**src/rtl/branch_resolve_unit_if.sv**
```systemverilog
`default_nettype none
// ---------------------------------------------------------------------------
// branch_resolve_unit_if : issue and result handshake bundle for the BRU
// Rev 1.0
// ---------------------------------------------------------------------------
interface branch_resolve_unit_if #(
  parameter int DATA_WIDTH = 32,
  parameter int ROB_IDX_W  = 5
);
  logic                  in_valid;
  logic                  in_ready;
  logic [1:0]            in_kind;
  logic [2:0]            in_cmpop;
  logic [DATA_WIDTH-1:0] in_a;
  logic [DATA_WIDTH-1:0] in_b;
  logic [DATA_WIDTH-1:0] in_pc;
  logic [DATA_WIDTH-1:0] in_imm;
  logic                  in_pred_taken;
  logic [DATA_WIDTH-1:0] in_pred_target;
  logic [ROB_IDX_W-1:0]  in_rob_idx;

  logic                  out_valid;
  logic                  out_ready;
  logic                  out_taken;
  logic [DATA_WIDTH-1:0] out_next_pc;
  logic [DATA_WIDTH-1:0] out_link;
  logic                  out_mispredict;
  logic [ROB_IDX_W-1:0]  out_rob_idx;

  modport master (
    output in_valid, in_kind, in_cmpop, in_a, in_b, in_pc, in_imm,
           in_pred_taken, in_pred_target, in_rob_idx, out_ready,
    input  in_ready, out_valid, out_taken, out_next_pc, out_link,
           out_mispredict, out_rob_idx
  );

  modport slave (
    input  in_valid, in_kind, in_cmpop, in_a, in_b, in_pc, in_imm,
           in_pred_taken, in_pred_target, in_rob_idx, out_ready,
    output in_ready, out_valid, out_taken, out_next_pc, out_link,
           out_mispredict, out_rob_idx
  );
endinterface
`default_nettype wire

```
**src/rtl/branch_resolve_unit.sv**
```systemverilog
`default_nettype none
// ---------------------------------------------------------------------------
// branch_resolve_unit : pipelined branch/jump resolution with ROB flush.
// Optional BRU_PERF_CNT_EN adds transfer / mispredict counters.
// Rev 1.0
// ---------------------------------------------------------------------------
module branch_resolve_unit #(
  parameter int DATA_WIDTH  = 32,
  parameter int ROB_IDX_W   = 5,
  parameter int PIPE_STAGES = 2
) (
  input  logic                  clk,
  input  logic                  rst_n,
  input  logic                  flush,
`ifdef BRU_PERF_CNT_EN
  input  logic                  stats_clear,
  output logic [31:0]           br_count,
  output logic [31:0]           mispred_count,
`endif
  branch_resolve_unit_if.slave  bus
);

  generate
    if (PIPE_STAGES < 1 || PIPE_STAGES > 3) begin : g_bad_stages
      $error("branch_resolve_unit: PIPE_STAGES must be 1..3");
    end
  endgenerate

  localparam int              LAST       = PIPE_STAGES - 1;
  localparam logic [1:0]      c_KIND_BR  = 2'd0;
  localparam logic [1:0]      c_KIND_JAL = 2'd1;
  localparam logic [1:0]      c_KIND_JR  = 2'd2;
  localparam logic [DATA_WIDTH-1:0] c_LSB_CLR = {{(DATA_WIDTH-1){1'b1}}, 1'b0};

  logic                  w_cond;
  logic                  w_taken;
  logic                  w_mis;
  logic [DATA_WIDTH-1:0] w_pc_tgt;
  logic [DATA_WIDTH-1:0] w_jalr_sum;
  logic [DATA_WIDTH-1:0] w_tgt;
  logic [DATA_WIDTH-1:0] w_link;
  logic [DATA_WIDTH-1:0] w_next_pc;

  always_comb begin
    w_cond = 1'b0;
    case (bus.in_cmpop)
      3'b000:  w_cond = (bus.in_a == bus.in_b);
      3'b001:  w_cond = (bus.in_a != bus.in_b);
      3'b100:  w_cond = ($signed(bus.in_a) <  $signed(bus.in_b));
      3'b101:  w_cond = ($signed(bus.in_a) >= $signed(bus.in_b));
      3'b110:  w_cond = (bus.in_a <  bus.in_b);
      3'b111:  w_cond = (bus.in_a >= bus.in_b);
      default: w_cond = 1'b0;
    endcase
  end

  assign w_pc_tgt   = bus.in_pc + bus.in_imm;
  assign w_jalr_sum = bus.in_a + bus.in_imm;
  assign w_tgt      = (bus.in_kind == c_KIND_JR) ? (w_jalr_sum & c_LSB_CLR) : w_pc_tgt;
  assign w_link     = bus.in_pc + DATA_WIDTH'(4);
  // Kind 3 (illegal) falls through to not-taken.
  assign w_taken    = (bus.in_kind == c_KIND_JAL) | (bus.in_kind == c_KIND_JR) |
                      ((bus.in_kind == c_KIND_BR) & w_cond);
  assign w_next_pc  = w_taken ? w_tgt : w_link;
  assign w_mis      = (w_taken != bus.in_pred_taken) |
                      (w_taken & (w_tgt != bus.in_pred_target));

  logic [PIPE_STAGES-1:0] r_vld;
  logic [PIPE_STAGES-1:0] r_taken;
  logic [PIPE_STAGES-1:0] r_mis;
  logic [DATA_WIDTH-1:0]  r_next_pc [PIPE_STAGES];
  logic [DATA_WIDTH-1:0]  r_link    [PIPE_STAGES];
  logic [ROB_IDX_W-1:0]   r_rob     [PIPE_STAGES];
  logic [PIPE_STAGES-1:0] w_adv;
  logic                   w_load0;

  // Advance chain runs back from the output so a full pipe drains and refills in one cycle.
  always_comb begin
    logic [PIPE_STAGES-1:0] v_adv;
    v_adv       = '0;
    v_adv[LAST] = r_vld[LAST] & bus.out_ready & ~flush;
    for (int k = LAST - 1; k >= 0; k--) begin
      v_adv[k] = r_vld[k] & (~r_vld[k+1] | v_adv[k+1]);
    end
    w_adv = v_adv;
  end

  assign bus.in_ready = ~r_vld[0] | w_adv[0];
  assign w_load0      = bus.in_valid & bus.in_ready & ~flush;

  always_ff @(posedge clk or negedge rst_n) begin
    if (!rst_n) begin
      r_vld   <= '0;
      r_taken <= '0;
      r_mis   <= '0;
      for (int k = 0; k < PIPE_STAGES; k++) begin
        r_next_pc[k] <= '0;
        r_link[k]    <= '0;
        r_rob[k]     <= '0;
      end
    end else begin
      if (flush) begin
        r_vld <= '0;
      end else begin
        r_vld[0] <= w_load0 | (r_vld[0] & ~w_adv[0]);
        for (int k = 1; k < PIPE_STAGES; k++) begin
          r_vld[k] <= w_adv[k-1] | (r_vld[k] & ~w_adv[k]);
        end
      end
      if (w_load0) begin
        r_taken[0]   <= w_taken;
        r_mis[0]     <= w_mis;
        r_next_pc[0] <= w_next_pc;
        r_link[0]    <= w_link;
        r_rob[0]     <= bus.in_rob_idx;
      end
      for (int k = 1; k < PIPE_STAGES; k++) begin
        if (w_adv[k-1]) begin
          r_taken[k]   <= r_taken[k-1];
          r_mis[k]     <= r_mis[k-1];
          r_next_pc[k] <= r_next_pc[k-1];
          r_link[k]    <= r_link[k-1];
          r_rob[k]     <= r_rob[k-1];
        end
      end
    end
  end

  assign bus.out_valid      = r_vld[LAST] & ~flush;
  assign bus.out_taken      = r_taken[LAST];
  assign bus.out_mispredict = r_mis[LAST];
  assign bus.out_next_pc    = r_next_pc[LAST];
  assign bus.out_link       = r_link[LAST];
  assign bus.out_rob_idx    = r_rob[LAST];

`ifdef BRU_PERF_CNT_EN
  logic        w_out_xfer;
  logic [31:0] r_br_cnt;
  logic [31:0] r_mis_cnt;

  assign w_out_xfer = bus.out_valid & bus.out_ready;

  always_ff @(posedge clk or negedge rst_n) begin
    if (!rst_n) begin
      r_br_cnt  <= '0;
      r_mis_cnt <= '0;
    end else if (stats_clear) begin
      r_br_cnt  <= '0;
      r_mis_cnt <= '0;
    end else if (w_out_xfer) begin
      r_br_cnt <= r_br_cnt + 32'd1;
      if (r_mis[LAST]) begin
        r_mis_cnt <= r_mis_cnt + 32'd1;
      end
    end
  end

  assign br_count      = r_br_cnt;
  assign mispred_count = r_mis_cnt;
`endif

endmodule
`default_nettype wire
```
**src/flat_wrapper.sv**
```systemverilog
// flat-port wrapper written by rule: the top's interface ports become plain ports
module branch_resolve_unit_flat 
#(
  parameter int DATA_WIDTH  = 32,
  parameter int ROB_IDX_W   = 5,
  parameter int PIPE_STAGES = 2
)
  (clk, rst_n, flush, bus_in_valid, bus_in_kind, bus_in_cmpop, bus_in_a, bus_in_b, bus_in_pc, bus_in_imm, bus_in_pred_taken, bus_in_pred_target, bus_in_rob_idx, bus_out_ready, bus_in_ready, bus_out_valid, bus_out_taken, bus_out_next_pc, bus_out_link, bus_out_mispredict, bus_out_rob_idx);
  branch_resolve_unit_if #(.DATA_WIDTH(DATA_WIDTH), .ROB_IDX_W(ROB_IDX_W)) bus_i ();
  input  logic clk;
  input  logic rst_n;
  input  logic flush;
  input wire logic [$bits(bus_i.in_valid)-1:0] bus_in_valid;
  input wire logic [$bits(bus_i.in_kind)-1:0] bus_in_kind;
  input wire logic [$bits(bus_i.in_cmpop)-1:0] bus_in_cmpop;
  input wire logic [$bits(bus_i.in_a)-1:0] bus_in_a;
  input wire logic [$bits(bus_i.in_b)-1:0] bus_in_b;
  input wire logic [$bits(bus_i.in_pc)-1:0] bus_in_pc;
  input wire logic [$bits(bus_i.in_imm)-1:0] bus_in_imm;
  input wire logic [$bits(bus_i.in_pred_taken)-1:0] bus_in_pred_taken;
  input wire logic [$bits(bus_i.in_pred_target)-1:0] bus_in_pred_target;
  input wire logic [$bits(bus_i.in_rob_idx)-1:0] bus_in_rob_idx;
  input wire logic [$bits(bus_i.out_ready)-1:0] bus_out_ready;
  output wire logic [$bits(bus_i.in_ready)-1:0] bus_in_ready;
  output wire logic [$bits(bus_i.out_valid)-1:0] bus_out_valid;
  output wire logic [$bits(bus_i.out_taken)-1:0] bus_out_taken;
  output wire logic [$bits(bus_i.out_next_pc)-1:0] bus_out_next_pc;
  output wire logic [$bits(bus_i.out_link)-1:0] bus_out_link;
  output wire logic [$bits(bus_i.out_mispredict)-1:0] bus_out_mispredict;
  output wire logic [$bits(bus_i.out_rob_idx)-1:0] bus_out_rob_idx;
  assign bus_i.in_valid = bus_in_valid;
  assign bus_i.in_kind = bus_in_kind;
  assign bus_i.in_cmpop = bus_in_cmpop;
  assign bus_i.in_a = bus_in_a;
  assign bus_i.in_b = bus_in_b;
  assign bus_i.in_pc = bus_in_pc;
  assign bus_i.in_imm = bus_in_imm;
  assign bus_i.in_pred_taken = bus_in_pred_taken;
  assign bus_i.in_pred_target = bus_in_pred_target;
  assign bus_i.in_rob_idx = bus_in_rob_idx;
  assign bus_i.out_ready = bus_out_ready;
  assign bus_in_ready = bus_i.in_ready;
  assign bus_out_valid = bus_i.out_valid;
  assign bus_out_taken = bus_i.out_taken;
  assign bus_out_next_pc = bus_i.out_next_pc;
  assign bus_out_link = bus_i.out_link;
  assign bus_out_mispredict = bus_i.out_mispredict;
  assign bus_out_rob_idx = bus_i.out_rob_idx;
  branch_resolve_unit #(.DATA_WIDTH(DATA_WIDTH), .ROB_IDX_W(ROB_IDX_W), .PIPE_STAGES(PIPE_STAGES)) u_core (.clk(clk), .rst_n(rst_n), .flush(flush), .bus(bus_i));
endmodule
```
**config.mk**
```make
export PLATFORM = sky130hd
export DESIGN_NAME = branch_resolve_unit_flat
export DESIGN_NICKNAME = d
export VERILOG_FILES = /design/src/rtl/branch_resolve_unit_if.sv /design/src/rtl/branch_resolve_unit.sv /design/src/flat_wrapper.sv
export SDC_FILE = /design/constraint.sdc
export NUM_CORES = 1
export LEC_CHECK = 0
export CAP_MARGIN = 20
export CORE_MARGIN = 5
export CORE_UTILIZATION = 58
export CTS_CLUSTER_DIAMETER = 80
export CTS_CLUSTER_SIZE = 28
export DETAILED_ROUTE_END_ITERATION = 10
export PLACE_DENSITY = 0.95
export SLEW_MARGIN = 20
export SYNTH_ARGS = -nofsm -noshare
export SYNTH_HDL_FRONTEND = slang
export SYNTH_SLANG_ARGS = --single-unit
export TNS_END_PERCENT = 10
```
**constraint.sdc**
```tcl
create_clock -name clk -period 7.3 [get_ports clk]
set_clock_uncertainty 0.2 [all_clocks]
set_input_delay 0.73 -clock clk [delete_from_list [all_inputs] [get_ports clk]]
set_output_delay 0.73 -clock clk [all_outputs]
set_load 0.05 [all_outputs]
```
==> out/summary.txt <==
Synth cell types -> 80
Crit Path Category -> in2reg
Vias/cell -> 6.34
Clk buf depth -> 2
Worst vdd rail ir drop -> 0.000189 V
Vias in the first global route -> 11998
Minimum clock period -> 5.04 ns
Post-route antenna net violation count -> 0
Mapped Cells -> 1487
Yosys top cell area share -> 28.0%
Final Cycle Share -> 69.0%
CTS root buf -> clkbuf_16
Final setup viols -> 0
CP Buf/Inv Count -> 1
Postcts setup bufs -> 0
Largest family of logic cells by synthesized area -> compound AO/OA/AOI/OAI gates
Vias post-DR -> 12150
Pin count of the biggest net entering global routing -> 92
Post-DP HPWL -> 31600 um
Inst Count DP -> 1883
Core Region -> 0.0218 mm^2
Clk_lat worst skew -> 0.41 ns
Seq cells post-synth -> 144
# IOs -> 249
Type of destination of the critical path -> flop
CTS tree -> built
# DRC -> 0
PwrDens -> 237 mW/mm^2
CP Cell Sequence -> clkdlybuf4s50_1, ha_1, nand4_1, or4_1, or3_1, xnor2_1, o21a_1, nor3_1, and2_2, mux2_2, o21ai_0
Actual slew at the worst max-slew pin -> 1.09 ns
Slowest stage delay, CP -> 0.93 ns
Gr usage total -> 30.9%
Nets -> 1896
Prevailing post-synth register cell -> dfrtp_1
Simple-Gate Fraction of Synth Area -> 17.0%
Fmax achieved -> 199 MHz
Power, Total -> 3.69 mW
Status -> finished clean
Yosys warning count -> 0
Slew Viols, Final -> 0
Post-synth EDFFs -> 0
Fin util -> 71.2%
DIE AREA -> 0.0252 mm^2
Top cells by area, synth -> dfrtp_1 28%, mux2_2 9.4%, ha_1 9.3%
DR WL/cell -> 21.2 um
MaxCap Viol Count -> 0
Startpoint Class -> input port
Multiplexer share of the synthesized area -> 10.9%
Largest area contributor in the synthesized netlist -> dfrtp_1
Sink Count -> 144
Reg2reg path depth -> 10
TritonRoute pass-1 iters -> 5
Worst-path clk slew -> 0.06 ns
Relative slew slack -> 27.3%
Slowest CP cell -> and2_2
Crit path max-delay family -> simple AND/OR/NAND/NOR gates
Sequential-to-total area share from yosys stat -> 28.0%
RSZ-0062 raised after global routing -> false
Num CTS Buffers -> 17
Critical path fanouts, max -> 51
Iter 0 DRT Violations -> 1111
Layout area overhead -> 20.8%
Critical path depth in cells -> 11
Die height -> 159 um
Post-synthesis xor/xnor area fraction -> 6.70%
Async set-reset flop share out of synthesis -> 100%
Commonest non-fill, non-tap cell in the layout -> clkdlybuf4s50_1
Total gr overflow -> 0
Global-route wire length before repair -> 64000 um
Dpl cell area -> 0.0149 mm^2
Lkg Pwr -> 6.62 nW
Compound-cell area share of the yosys netlist -> 19.6%
WP data required -> 7.40 ns
Die width -> 159 um
Most frequent cells in the layout -> 247 x clkdlybuf4s50_1, 144 x dfrtp_1, 141 x nand2_1
Post-Route WL -> 40600 um
Mapped Nets -> 1761
CTS resizes -> 0
Routability cong. -> 1.01
Syn Std Cell Area -> 0.0129 mm^2
Initial antenna violation count -> 2
Num rows -> 54
Mean Syn Cell Area -> 8.65 um^2
Adder-cell share of the synthesized area -> 9.65%
CP arrival -> 5.14 ns
Port bufs -> 248
Final std cells w/o fill -> 1916
Initial Util -> 58.9%
Final Instance Area -> 0.0155 mm^2
H-Tree Depth -> 4
Worst hold path type -> in2async
Ratio of cells with drive above 1 in the final layout -> 10.5%
Hold Fails Final Rpt -> 0
Hold_buf cts -> 0
Setup TNS -> 0 ns
-- power breakdown --
part           internal, mW  total (mW)  leakage (nW)  switching [mW]
combinational         0.669        1.72          4.58            1.05
clock                 0.526       0.851         0.281           0.325
sequential            0.990        1.11          1.76           0.123
-- routing by layer --
layer	vias up	global-route usage (%)	wire, um
met5	-	0	0
met4	0	11.8	1710
met3	120	5.37	3440
met2	620	48.9	18400
met1	5761	42.5	17000
li1	5649	-	-
-- cell type report --
class / count / area [um^2]
multi-input cells: 1143 / 8230
fillers: 1608 / 6290
flip-flops and latches: 144 / 3600
repair buffers: 253 / 2520
clock buffers: 21 / 470
well taps: 280 / 350
inverters: 63 / 236
clock inverters: 10 / 111
diodes: 2 / 5.00
-- final timing paths --
check                                               to                 start  slack [ns]
min in group clk                  u_core.r_next_pc[57]  u_core.r_next_pc[57]        0.28
worst min register to register    u_core.r_next_pc[57]  u_core.r_next_pc[57]        0.28
worst min-delay path            u_core.bus.out_link[2]                 rst_n        0.06
max in group asynchronous              u_core.r_rob[7]                 rst_n        5.69
worst max register to register         u_core.r_mis[0]       u_core.r_vld[1]        3.58
worst max-delay path              u_core.r_next_pc[40]          bus_in_a[31]        2.26
-- Yosys cell counts, drive strengths merged, types with 26 or more instances --
| cell | count |
|---|---|
| a21oi | 110 |
| buf | 96 |
| clkbuf | 41 |
| dfrtp | 144 |
| ha | 96 |
| inv | 63 |
| mux2 | 107 |
| nand2 | 142 |
| nand3 | 38 |
| nand4 | 35 |
| nor2 | 84 |
| nor3 | 26 |
| o211ai | 35 |
| o21ai | 103 |
| xnor2 | 42 |
| xor2 | 46 |
-- kinds of logic after synthesis --
| kind of cell | Yosys count |
|---|---|
| simple gates | 439 |
| compound gates | 387 |
| buf+inv | 200 |
| flops | 144 |
| mux | 127 |
| fa+ha+maj | 98 |
| xor+xnor | 92 |
-- per-stage QoR --
stage          hold WS [ns]  setup slack [ns]
4_1_cts              0.0609              2.32
2_1_floorplan         0.234              3.12
3_3_place_gp          0.256              2.02
3_5_place_dp          0.272              1.94
5_1_grt              0.0902              2.05
6_report             0.0555              2.26
-- sequential cells by signal, summed over array words and instances, names as in the netlist --
register / count
u_core.bus.out_link: 32
u_core.bus.out_next_pc: 32
u_core.r_link: 32
u_core.r_next_pc: 32
u_core.bus.out_rob_idx: 5
u_core.r_rob: 5
u_core.r_mis: 2
u_core.r_taken: 2
u_core.r_vld: 2
No activity file was read; power rests on OpenSTA's default activity.
